==> src/rtl/risc_pkg.sv <==
// Shared definitions for the execute sequencer: control-word bit positions,
// sequencer state encoding, PC select codes and datapath widths.
// Ports: none (package).
package risc_pkg;

  localparam int CTRL_W = 25;
  localparam int PC_W   = 32;
  localparam int REG_W  = 5;
  localparam int OFF_W  = 16;

  // Decoded control word layout
  localparam int RS_MSB         = 24;
  localparam int RS_LSB         = 20;
  localparam int RT_MSB         = 19;
  localparam int RT_LSB         = 15;
  localparam int RD_MSB         = 14;
  localparam int RD_LSB         = 10;
  localparam int BIT_WR_REGFILE = 9;
  localparam int BIT_IMM_B      = 8;
  localparam int ALU_SEL_MSB    = 7;
  localparam int ALU_SEL_LSB    = 6;
  localparam int BIT_MUL_START  = 5;
  localparam int BIT_MUX2_ALU   = 4;
  localparam int BIT_WR_MEM     = 3;
  localparam int BIT_CS_WB      = 2;
  localparam int BIT_BRANCH     = 1;
  localparam int BIT_JMP        = 0;

  typedef enum logic [2:0] {
    S_IDLE     = 3'd0,
    S_EXEC     = 3'd1,
    S_MUL_WAIT = 3'd2,
    S_MEM      = 3'd3,
    S_WB       = 3'd4
  } seq_state_t;

  typedef enum logic [1:0] {
    PC_INC    = 2'd0,
    PC_JMP    = 2'd1,
    PC_BRANCH = 2'd2
  } pc_sel_t;

  function automatic logic [PC_W-1:0] sext_offset(input logic [OFF_W-1:0] off);
    return {{(PC_W-OFF_W){off[OFF_W-1]}}, off};
  endfunction

endpackage

==> src/rtl/exec_pc_unit.sv <==
// Program counter register with next-PC select (increment, jump, bne target).
// Ports: clk/rst, update (load next PC), sel, jmp_address, branch_offset -> pc.
// Branch target is pc+1+sext(offset); all arithmetic wraps modulo 2^32.
module exec_pc_unit
  import risc_pkg::*;
#(
  parameter logic [PC_W-1:0] RESET_PC = 32'd0
) (
  input  logic              clk,
  input  logic              rst,
  input  logic              update,
  input  pc_sel_t           sel,
  input  logic [PC_W-1:0]   jmp_address,
  input  logic [OFF_W-1:0]  branch_offset,
  output logic [PC_W-1:0]   pc
);

  logic [PC_W-1:0] pc_inc;
  logic [PC_W-1:0] pc_next;

  assign pc_inc = pc + 32'd1;

  always_comb begin
    pc_next = pc_inc;
    unique case (sel)
      PC_JMP:    pc_next = jmp_address;
      PC_BRANCH: pc_next = pc_inc + sext_offset(branch_offset);
      default:   pc_next = pc_inc;
    endcase
  end

  always_ff @(posedge clk) begin
    if (rst) begin
      pc <= RESET_PC;
    end else if (update) begin
      pc <= pc_next;
    end
  end

endmodule

==> src/rtl/exec_sequencer.sv <==
// Multi-cycle issue sequencer: holds one control word, pulses mul/mem/regfile strobes.
// Latency: ALU 3 cycles accept-to-ready, load 4, store 3, jmp/bne 2, mul until mul_done+2.
// Backpressure: ctrl_ready only in IDLE; front end stalls while an instruction is in flight.
// Ports: ctrl_word/jmp_address/branch_offset/ctrl_valid/ctrl_ready in; alu_zero, mul_done
// status in; exec_ctrl, mul_start, mem_we, regfile_we, wb_rd, pc, mul_timeout_err out.
// Optional macro EXEC_SEQ_MUL_TIMEOUT_EN adds a MUL_WAIT watchdog (abort after MUL_TIMEOUT).
module exec_sequencer
  import risc_pkg::*;
#(
  parameter logic [PC_W-1:0] RESET_PC    = 32'd0,
  parameter int unsigned     MUL_TIMEOUT = 64
) (
  input  logic              clk,
  input  logic              rst,
  input  logic [CTRL_W-1:0] ctrl_word,
  input  logic [PC_W-1:0]   jmp_address,
  input  logic [OFF_W-1:0]  branch_offset,
  input  logic              ctrl_valid,
  output logic              ctrl_ready,
  input  logic              alu_zero,
  input  logic              mul_done,
  output logic [CTRL_W-1:0] exec_ctrl,
  output logic              mul_start,
  output logic              mem_we,
  output logic              regfile_we,
  output logic [REG_W-1:0]  wb_rd,
  output logic [PC_W-1:0]   pc,
  output logic              mul_timeout_err
);

  if (MUL_TIMEOUT < 1) begin : g_bad_timeout
    $error("MUL_TIMEOUT must be at least 1");
  end

  seq_state_t        state, state_n;
  logic [CTRL_W-1:0] word_q;
  logic [PC_W-1:0]   jmp_q;
  logic [OFF_W-1:0]  off_q;
  logic [REG_W-1:0]  rd_q;
  logic              accept;
  logic              pc_update;
  pc_sel_t           pc_sel;

  // Instruction class, priority jmp > branch > mul > mem > writeback
  logic plain_op, cls_jmp, cls_br, cls_mul, cls_store, cls_wb, cls_load;

  assign accept    = (state == S_IDLE) && ctrl_valid;
  assign plain_op  = !word_q[BIT_JMP] && !word_q[BIT_BRANCH] && !word_q[BIT_MUL_START];
  assign cls_jmp   = word_q[BIT_JMP];
  assign cls_br    = !word_q[BIT_JMP] && word_q[BIT_BRANCH];
  assign cls_mul   = !word_q[BIT_JMP] && !word_q[BIT_BRANCH] && word_q[BIT_MUL_START];
  assign cls_store = plain_op && word_q[BIT_WR_MEM];
  assign cls_wb    = plain_op && !word_q[BIT_WR_MEM] && word_q[BIT_WR_REGFILE];
  assign cls_load  = cls_wb && !word_q[BIT_CS_WB];

`ifdef EXEC_SEQ_MUL_TIMEOUT_EN
  localparam int CNT_W = $clog2(MUL_TIMEOUT + 1);
  logic [CNT_W-1:0] mul_cnt;
  logic             mul_expired;
  logic             timeout_hit;
  logic             err_q;

  // mul_cnt equals the number of cycles already spent in MUL_WAIT
  assign mul_expired = (mul_cnt == CNT_W'(MUL_TIMEOUT - 1));

  always_ff @(posedge clk) begin
    if (rst) begin
      mul_cnt <= '0;
      err_q   <= 1'b0;
    end else begin
      mul_cnt <= (state == S_MUL_WAIT) ? mul_cnt + CNT_W'(1) : '0;
      if (timeout_hit) err_q <= 1'b1;
    end
  end

  assign mul_timeout_err = err_q;
`else
  assign mul_timeout_err = 1'b0;
`endif

  always_comb begin
    state_n   = state;
    pc_update = 1'b0;
    pc_sel    = PC_INC;
`ifdef EXEC_SEQ_MUL_TIMEOUT_EN
    timeout_hit = 1'b0;
`endif
    unique case (state)
      S_IDLE: begin
        if (ctrl_valid) state_n = S_EXEC;
      end
      S_EXEC: begin
        if (cls_jmp) begin
          state_n   = S_IDLE;
          pc_update = 1'b1;
          pc_sel    = PC_JMP;
        end else if (cls_br) begin
          state_n   = S_IDLE;
          pc_update = 1'b1;
          pc_sel    = alu_zero ? PC_INC : PC_BRANCH;
        end else if (cls_mul) begin
          state_n = S_MUL_WAIT;
        end else if (cls_store || cls_load) begin
          state_n = S_MEM;
        end else if (cls_wb) begin
          state_n = S_WB;
        end else begin
          state_n   = S_IDLE;
          pc_update = 1'b1;
        end
      end
      S_MUL_WAIT: begin
        if (mul_done) begin
          state_n = S_WB;
        end
`ifdef EXEC_SEQ_MUL_TIMEOUT_EN
        else if (mul_expired) begin
          state_n     = S_IDLE;
          pc_update   = 1'b1;
          timeout_hit = 1'b1;
        end
`endif
      end
      S_MEM: begin
        if (cls_store) begin
          state_n   = S_IDLE;
          pc_update = 1'b1;
        end else begin
          state_n = S_WB;
        end
      end
      S_WB: begin
        state_n   = S_IDLE;
        pc_update = 1'b1;
      end
      default: state_n = S_IDLE;
    endcase
  end

  always_ff @(posedge clk) begin
    if (rst) begin
      state  <= S_IDLE;
      word_q <= '0;
      jmp_q  <= '0;
      off_q  <= '0;
      rd_q   <= '0;
    end else begin
      state <= state_n;
      if (accept) begin
        word_q <= ctrl_word;
        jmp_q  <= jmp_address;
        off_q  <= branch_offset;
        rd_q   <= ctrl_word[RD_MSB:RD_LSB];
      end
    end
  end

  // Strobes decode the registered state; rst masks them so an abandoned
  // instruction never produces a write.
  assign ctrl_ready = (state == S_IDLE);
  assign mul_start  = !rst && (state == S_EXEC) && cls_mul;
  assign mem_we     = !rst && (state == S_MEM) && cls_store;
  assign regfile_we = !rst && (state == S_WB);
  assign wb_rd      = rd_q;

  always_comb begin
    exec_ctrl                 = word_q;
    exec_ctrl[BIT_WR_REGFILE] = regfile_we;
    exec_ctrl[BIT_MUL_START]  = mul_start;
    exec_ctrl[BIT_WR_MEM]     = mem_we;
  end

  exec_pc_unit #(
    .RESET_PC (RESET_PC)
  ) u_pc (
    .clk           (clk),
    .rst           (rst),
    .update        (pc_update),
    .sel           (pc_sel),
    .jmp_address   (jmp_q),
    .branch_offset (off_q),
    .pc            (pc)
  );

endmodule

==> config.mk <==
export PLATFORM = sky130hd
export DESIGN_NAME = exec_sequencer
export DESIGN_NICKNAME = d
export VERILOG_FILES = /design/src/rtl/risc_pkg.sv /design/src/rtl/exec_pc_unit.sv /design/src/rtl/exec_sequencer.sv
export SDC_FILE = /design/constraint.sdc
export NUM_CORES = 1
export LEC_CHECK = 0
export CAP_MARGIN = 20
export CORE_UTILIZATION = 35
export CTS_CLUSTER_DIAMETER = 100
export CTS_CLUSTER_SIZE = 25
export DETAILED_ROUTE_END_ITERATION = 8
export SYNTH_ARGS = -nofsm -noshare
export SYNTH_HDL_FRONTEND = slang
export SYNTH_SLANG_ARGS = --single-unit
==> constraint.sdc <==
create_clock -name clk -period 4.9 [get_ports clk]
set_input_delay 0.735 -clock clk [delete_from_list [all_inputs] [get_ports clk]]
set_output_delay 0.735 -clock clk [all_outputs]
set_load 0.01 [all_outputs]
-- Word-level counts from Yosys, hierarchy flattened
Cells that the tools add are included.
- flip-flop bits (word level): 113
- output and inout bits: 67
- reduce and logical (&&, ||, !) cells: 23
- mux-type cells: 21
- add/sub/neg operators: 2
- eq/ne operators: 8
- operator list (operator ; count):
    32-bit case mux with 2 select lines ; 1
    32-bit by 1-bit adder with 32-bit output (second input constant) ; 1
    32-bit adder ; 1
    3-bit two-way mux ; 8
    1-bit logical AND ; 14
    3-bit case mux with 4 select lines ; 1
    2-bit two-way mux ; 4
    3-bit by 2-bit == test with 1-bit output (second input constant) ; 2
    1-bit zero test ; 6
    1-bit two-way mux ; 6
    2-bit inequality test (second input constant) ; 2
    3-bit by 1-bit == test with 1-bit output (second input constant) ; 1
    3-bit == test (second input constant) ; 1
    3-bit zero test ; 1
    1-bit case mux with 3 select lines ; 1
    2-bit by 1-bit == test with 1-bit output (second input constant) ; 1
    2-bit == test (second input constant) ; 1
    2-bit AND reduction ; 1
    1-bit logical OR ; 1

-- Depth between registers and ports, before layout
- depth in word-level cells: 12
- depth in mapped cells: 17
- gate-level depth less buffers: 15

-- Modules after synthesis
A second synthesis with hierarchy kept.
- cell total of the unflattened synthesis: 972
- area total of the unflattened synthesis: 7304.5 sq um
- by module, submodules not included (module ; area an instance (sq um) ; sequential area each (sq um) ; times used ; cells each):
    exec_pc_unit ; 4195.3 ; 640.6 ; 1 ; 584
    exec_sequencer ; 3109.2 ; 1521.5 ; 1 ; 388

-- Worst setup path before layout
No wires, ideal clock.
- kind: reg-to-reg
- start point: register u_pc.pc[6]
- end point: register u_pc.pc[31]
- data arrival time: 3551 ps
- setup time: 103 ps
- data required time: 4797 ps
- path slack: 1246 ps
- cell stages (with the launch flop): 14
- period minus slack after synthesis: 3654 ps
- cells stage by stage: dfxtp_1 > nand4_2 > or3_4 > or3_1 > nor2_1 > xor2_1 > ha_1 > a21oi_1 > o21ai_0 > or2_2 > o21ai_0 > nor4b_1 > mux2i_1 > a2111oi_2
- longest elaborated chain between the ends: 3
- ends and longest elaborated chain (element ; line ; text):
    start, declared ; exec_pc_unit.sv:15 ; output logic [PC_W-1:0] pc
    start signal, assigned ; exec_pc_unit.sv:36 ; pc <= pc_next;
    32-bit by 1-bit adder with 32-bit output (*) ; exec_pc_unit.sv:21 ; assign pc_inc = pc + 32'd1;
    32-bit adder ; exec_pc_unit.sv:27 ; PC_BRANCH: pc_next = pc_inc + sext_offset(branch_offset);
    32-bit case mux with 2 select lines (*) ; exec_pc_unit.sv:25 ; unique case (sel)
Every way passes the cells marked *; elsewhere a longest branch is shown, timed or not.
A chain may end at the register's enable or synchronous reset.

-- Worst setup path after layout
- start point: register u_pc.pc[7]
- end point: register u_pc.pc[30]
Same word-level chain as after synthesis.

==> summary by stage <==
Run status
The flow ran to the end, and the final reports show no timing, DRC or antenna violations.

Critical path
The worst path arrival time is 4.20 ns. The most prevalent standard cell on the critical path is sky130_fd_sc_hd__o21ai_0. The dominant delay contributor by cell family on the critical path is simple AND/OR/NAND/NOR gates. The cell with the largest stage delay on the worst path is sky130_fd_sc_hd__dfxtp_1. Along the worst path, the maximum fanout reaches 10. The worst reg2reg path depth is 12. The critical path is of the reg -> reg type. The combined buffer and inverter count along the critical path is 0. The required time of the worst setup path is 5.15 ns. The maximum single-stage delay on the critical path is 0.46 ns. The total stage count of the critical path is 12. The endpoint kind of the worst setup timing path is a flip-flop. The signal on the critical path passes through nand4_2, or3_4, or2_1, xnor2_1, ha_1, a21oi_1, o21ai_0, or3_1, o21a_1, o21ai_0, nor4b_1, a211o_1. STA classifies the critical path startpoint as a flip-flop.

Synth
The number of synthesized flops with an enable pin is 0. Counting every net in the synthesized netlist gives 1061. Counting distinct cell types in the post-synthesis netlist gives 67. The top cell type's share of synthesized area is 30.7%. Averaged over all synthesized cells, the footprint is 7.49 um2.

After synthesis, the share of flip-flops with an asynchronous set or reset is 0%. The synthesized design spends more area on one cell type than any other, namely sky130_fd_sc_hd__dfxtp_1. The combined area of all synthesized cells is 7040 um2.

The most used flip-flop cell after synthesis is sky130_fd_sc_hd__dfxtp_1. Synthesis handed over a netlist of 941 instances. The sequential share of the synthesized area is 30.7%. The flip-flop and latch count after synthesis is 108. By area the synthesized netlist is led by sky130_fd_sc_hd__dfxtp_1 (31%), sky130_fd_sc_hd__nand2_1 (11%), sky130_fd_sc_hd__a21oi_1 (8.1%), sky130_fd_sc_hd__ha_1 (7.3%), sky130_fd_sc_hd__xnor2_1 (3.4%). The number of warnings reported in the yosys synthesis log is 0.

Layout
The final layout contains 1144 nets. The signed area change from the synthesized netlist to the final layout is 24.6%. The layout has 2057 filler cells. The count of antenna diodes in the layout is 0. Of the cells placed in the final design, the portion with a size suffix greater than 1 is 4.38%.

Pwr
For this design the total switching power over the nets is 0.000729 W. Per report_power, the clock group accounts for 31.5% of the total. In this run, the combinational gates consume 24.6% of the power.

The power density normalized to cell area is 264 nW/um2. The proportion of power drawn by flip-flops and latches is 43.9%. Internal power comes to 0.00159 W. Net switching is 31.5% of the power. Across the VDD grid, the largest voltage drop is 175 uV. Summed over all cells, the static leakage comes to 3.37 nW.

Drt
The detailed router finished its first iteration with 467 violations. Summed over all layers, the routed wires come to 21500 um. For this run, design rule violations remaining after detail routing come to 0.

In the final routed layout, each cell accounts on average for 16.6 um. The total via count after detailed routing is 6908. Using the TritonRoute via totals, the vias-per-cell ratio works out to 5.34. The number of iterations in the first detailed-routing pass is 5. Once detail routing completed, the nets flagged for antenna violations numbered 0.

Floorplan
The initialized floorplan defines 51 standard-cell rows. The die covers 20700 um2. The die is 144 um wide. 145 I/O pins were placed. The area inside the core boundary is 19600 um2.

The height of the die is 144 um. The effective utilization at floorplan is 36.0%.

Clock network
CTS built an H-tree with a depth of 3. The clock buffer count from CTS is 9. The number of clock sinks is 108. The post-CTS setup-driven buffer insertion count is 0. The clock tree from TritonCTS is done. The number of gates resized after cts is 0. The longest clock path from root to sink contains 2 buffers.

The clock latency on the worst-skew pair is 0.36 ns. Buffers inserted to repair hold after CTS numbered 0. The root cell of the clock tree is sky130_fd_sc_hd__clkbuf_16.

After clock tree synthesis, the clock-pin slew on the worst setup and hold paths is 0.07 ns.

Hold path
Counting instances, the worst hold path has a depth of 2. In this run the worst hold path is classified as reg -> reg.

STA
The total count of hold-check failures in the final report is 0. The number of slew-limit violations in the final report is 0. The time the final worst path needs with I/O delays and setup is 3.95 ns. The final-layout setup total negative slack is 0 ns.

On the final layout, the worst clock skew is 0.0122 ns. Measured against its own limit, the worst slew margin works out to 36.2%. Final hold analysis gives a worst-case slack of 0.454 ns.

The ratio of final minimum period to clock period is 80.6%. Timing would allow up to 253 MHz. The number of endpoints failing setup at the final stage is 0.

For the pin with the worst max-slew slack, the measured transition is 0.956 ns. Setup repair after global routing left no endpoint under its margin.

Flow run
The tool flagged a number of max-cap violations equal to 0.

Global routing
The maximum number of pins on one net before global-route repair is 81. The global-route congestion overflow total is 0. The initial antenna violation count is 0.

The via count of the first global-routing pass came to 6424. The first-pass GRT wire length is 34300 um. The overall track demand over capacity in global routing is 21.4%.

Placed design
Routability-driven placement finished with a final weighted congestion of 0.933. The detailed placement HPWL is 15500 um. The quantity of I/O buffers inserted on ports is 143.
tightest hold or removal path, cell delays in order (launching register included):
cell,delay (ns)
sky130_fd_sc_hd__dfxtp_1,0.31
sky130_fd_sc_hd__nand2_1,0.05
sky130_fd_sc_hd__a21oi_1,0.05
synthesized netlist by cell type (all sizes together), types with 11 or more instances:
master and n:
clkbuf 48, a21o 14, buf 36, nand4 11, a221oi 20, a211oi 17
inv 18, nor2 63, xnor2 27, dfxtp 108, xor2 27, o21ai 31
a21oi 115, nor3 24, ha 41, nand3 24, nand2 208
cell families after synthesis:
logic type / synth area share, %
fa+ha+maj: 7.57
other cells: 0.0532
compound gates: 23.0
flops: 30.7
simple gates: 24.5
mux: 0.284
xor+xnor: 6.71
buf+inv: 7.26
path summary, 6_finish.rpt:
check | to | startpoint | slack, ns
worst max-delay path | u_pc.pc[30]$_SDFFE_PP0P_ | u_pc.pc[7]$_SDFFE_PP0P_ | 0.95
worst min-delay path | word_q[22]$_SDFFE_PP0P_ | word_q[22]$_SDFFE_PP0P_ | 0.45
worst max register to register | u_pc.pc[30]$_SDFFE_PP0P_ | u_pc.pc[7]$_SDFFE_PP0P_ | 0.95
worst min register to register | word_q[22]$_SDFFE_PP0P_ | word_q[22]$_SDFFE_PP0P_ | 0.45
power groups by stage:
stage	sequential, W	combinational, W	clock (W)
after floorplan	0.00102	0.000354	0
after global placement	0.00103	0.000563	0
after detailed placement	0.00103	0.000561	0
after CTS	0.00101	0.000565	0.000751
after global routing	0.00102	0.000633	0.000785
final	0.00102	0.000569	0.000730
per-stage QoR:
stage | total power [W] | setup slack (ns) | utilization (%) | area (um2) | std cells
after floorplan | 0.00137 | 1.25 | - | 7040 | 941
after global placement | 0.00160 | 1.01 | 43.2 | 8450 | 1276
after detailed placement | 0.00160 | 0.985 | 43.2 | 8450 | 1276
after CTS | 0.00233 | 0.990 | 44.6 | 8740 | 1291
after global routing | 0.00244 | 0.642 | 44.8 | 8780 | 1293
final | 0.00231 | 0.949 | 44.8 | 8780 | 1293
placed cells by master, fill, tap and decap left out, types with 5 or more instances in the layout:
| cell type | count |
|---|---|
| sky130_fd_sc_hd__nor2_1 | 61 |
| sky130_fd_sc_hd__nand4_1 | 10 |
| sky130_fd_sc_hd__inv_1 | 18 |
| sky130_fd_sc_hd__nor4_1 | 5 |
| sky130_fd_sc_hd__a221oi_1 | 20 |
| sky130_fd_sc_hd__or3_1 | 5 |
| sky130_fd_sc_hd__a22oi_1 | 6 |
| sky130_fd_sc_hd__a21o_1 | 14 |
| sky130_fd_sc_hd__nand2_1 | 207 |
| sky130_fd_sc_hd__buf_4 | 12 |
| sky130_fd_sc_hd__nor2b_1 | 6 |
| sky130_fd_sc_hd__clkdlybuf4s50_1 | 142 |
| sky130_fd_sc_hd__a31oi_1 | 6 |
| sky130_fd_sc_hd__and4_1 | 8 |
| sky130_fd_sc_hd__a21oi_1 | 114 |
| sky130_fd_sc_hd__xnor2_1 | 27 |
| sky130_fd_sc_hd__o21ai_0 | 31 |
| sky130_fd_sc_hd__dfxtp_1 | 108 |
| sky130_fd_sc_hd__a211oi_1 | 17 |
| sky130_fd_sc_hd__clkbuf_16 | 9 |
| sky130_fd_sc_hd__ha_1 | 41 |
| sky130_fd_sc_hd__xor2_1 | 27 |
| sky130_fd_sc_hd__nor3_1 | 22 |
| sky130_fd_sc_hd__a221o_1 | 5 |
| sky130_fd_sc_hd__nand3_1 | 24 |
layer usage:
layer | part of all wire (%) | vias up | track usage (%)
li1 | - | 3473 | -
met1 | 46 | 3200 | 29.3
met2 | 44 | 214 | 32.7
met3 | 7.6 | 21 | 5.63
met4 | 1.6 | 0 | 6.10
met5 | 0 | - | 0
cell type report:
type | count | area (um2) | share of cell area, %
Clock buffer | 11 | 253 | 2.88
Sequential cell | 108 | 2160 | 24.6
Multi-Input combinational cell | 731 | 4380 | 49.9
Inverter | 18 | 67.6 | 0.770
Clock inverter | 4 | 32.5 | 0.371
Timing Repair Buffer | 156 | 1550 | 17.7
Tap cell | 265 | 332 | 3.78
sequential cells by signal, indices dropped and copies added (netlist names):
register and flops:
state 3, jmp_q 32, u_pc.pc 32, off_q 16, word_q 25
Note: power is estimated with default switching activity, not from simulation.
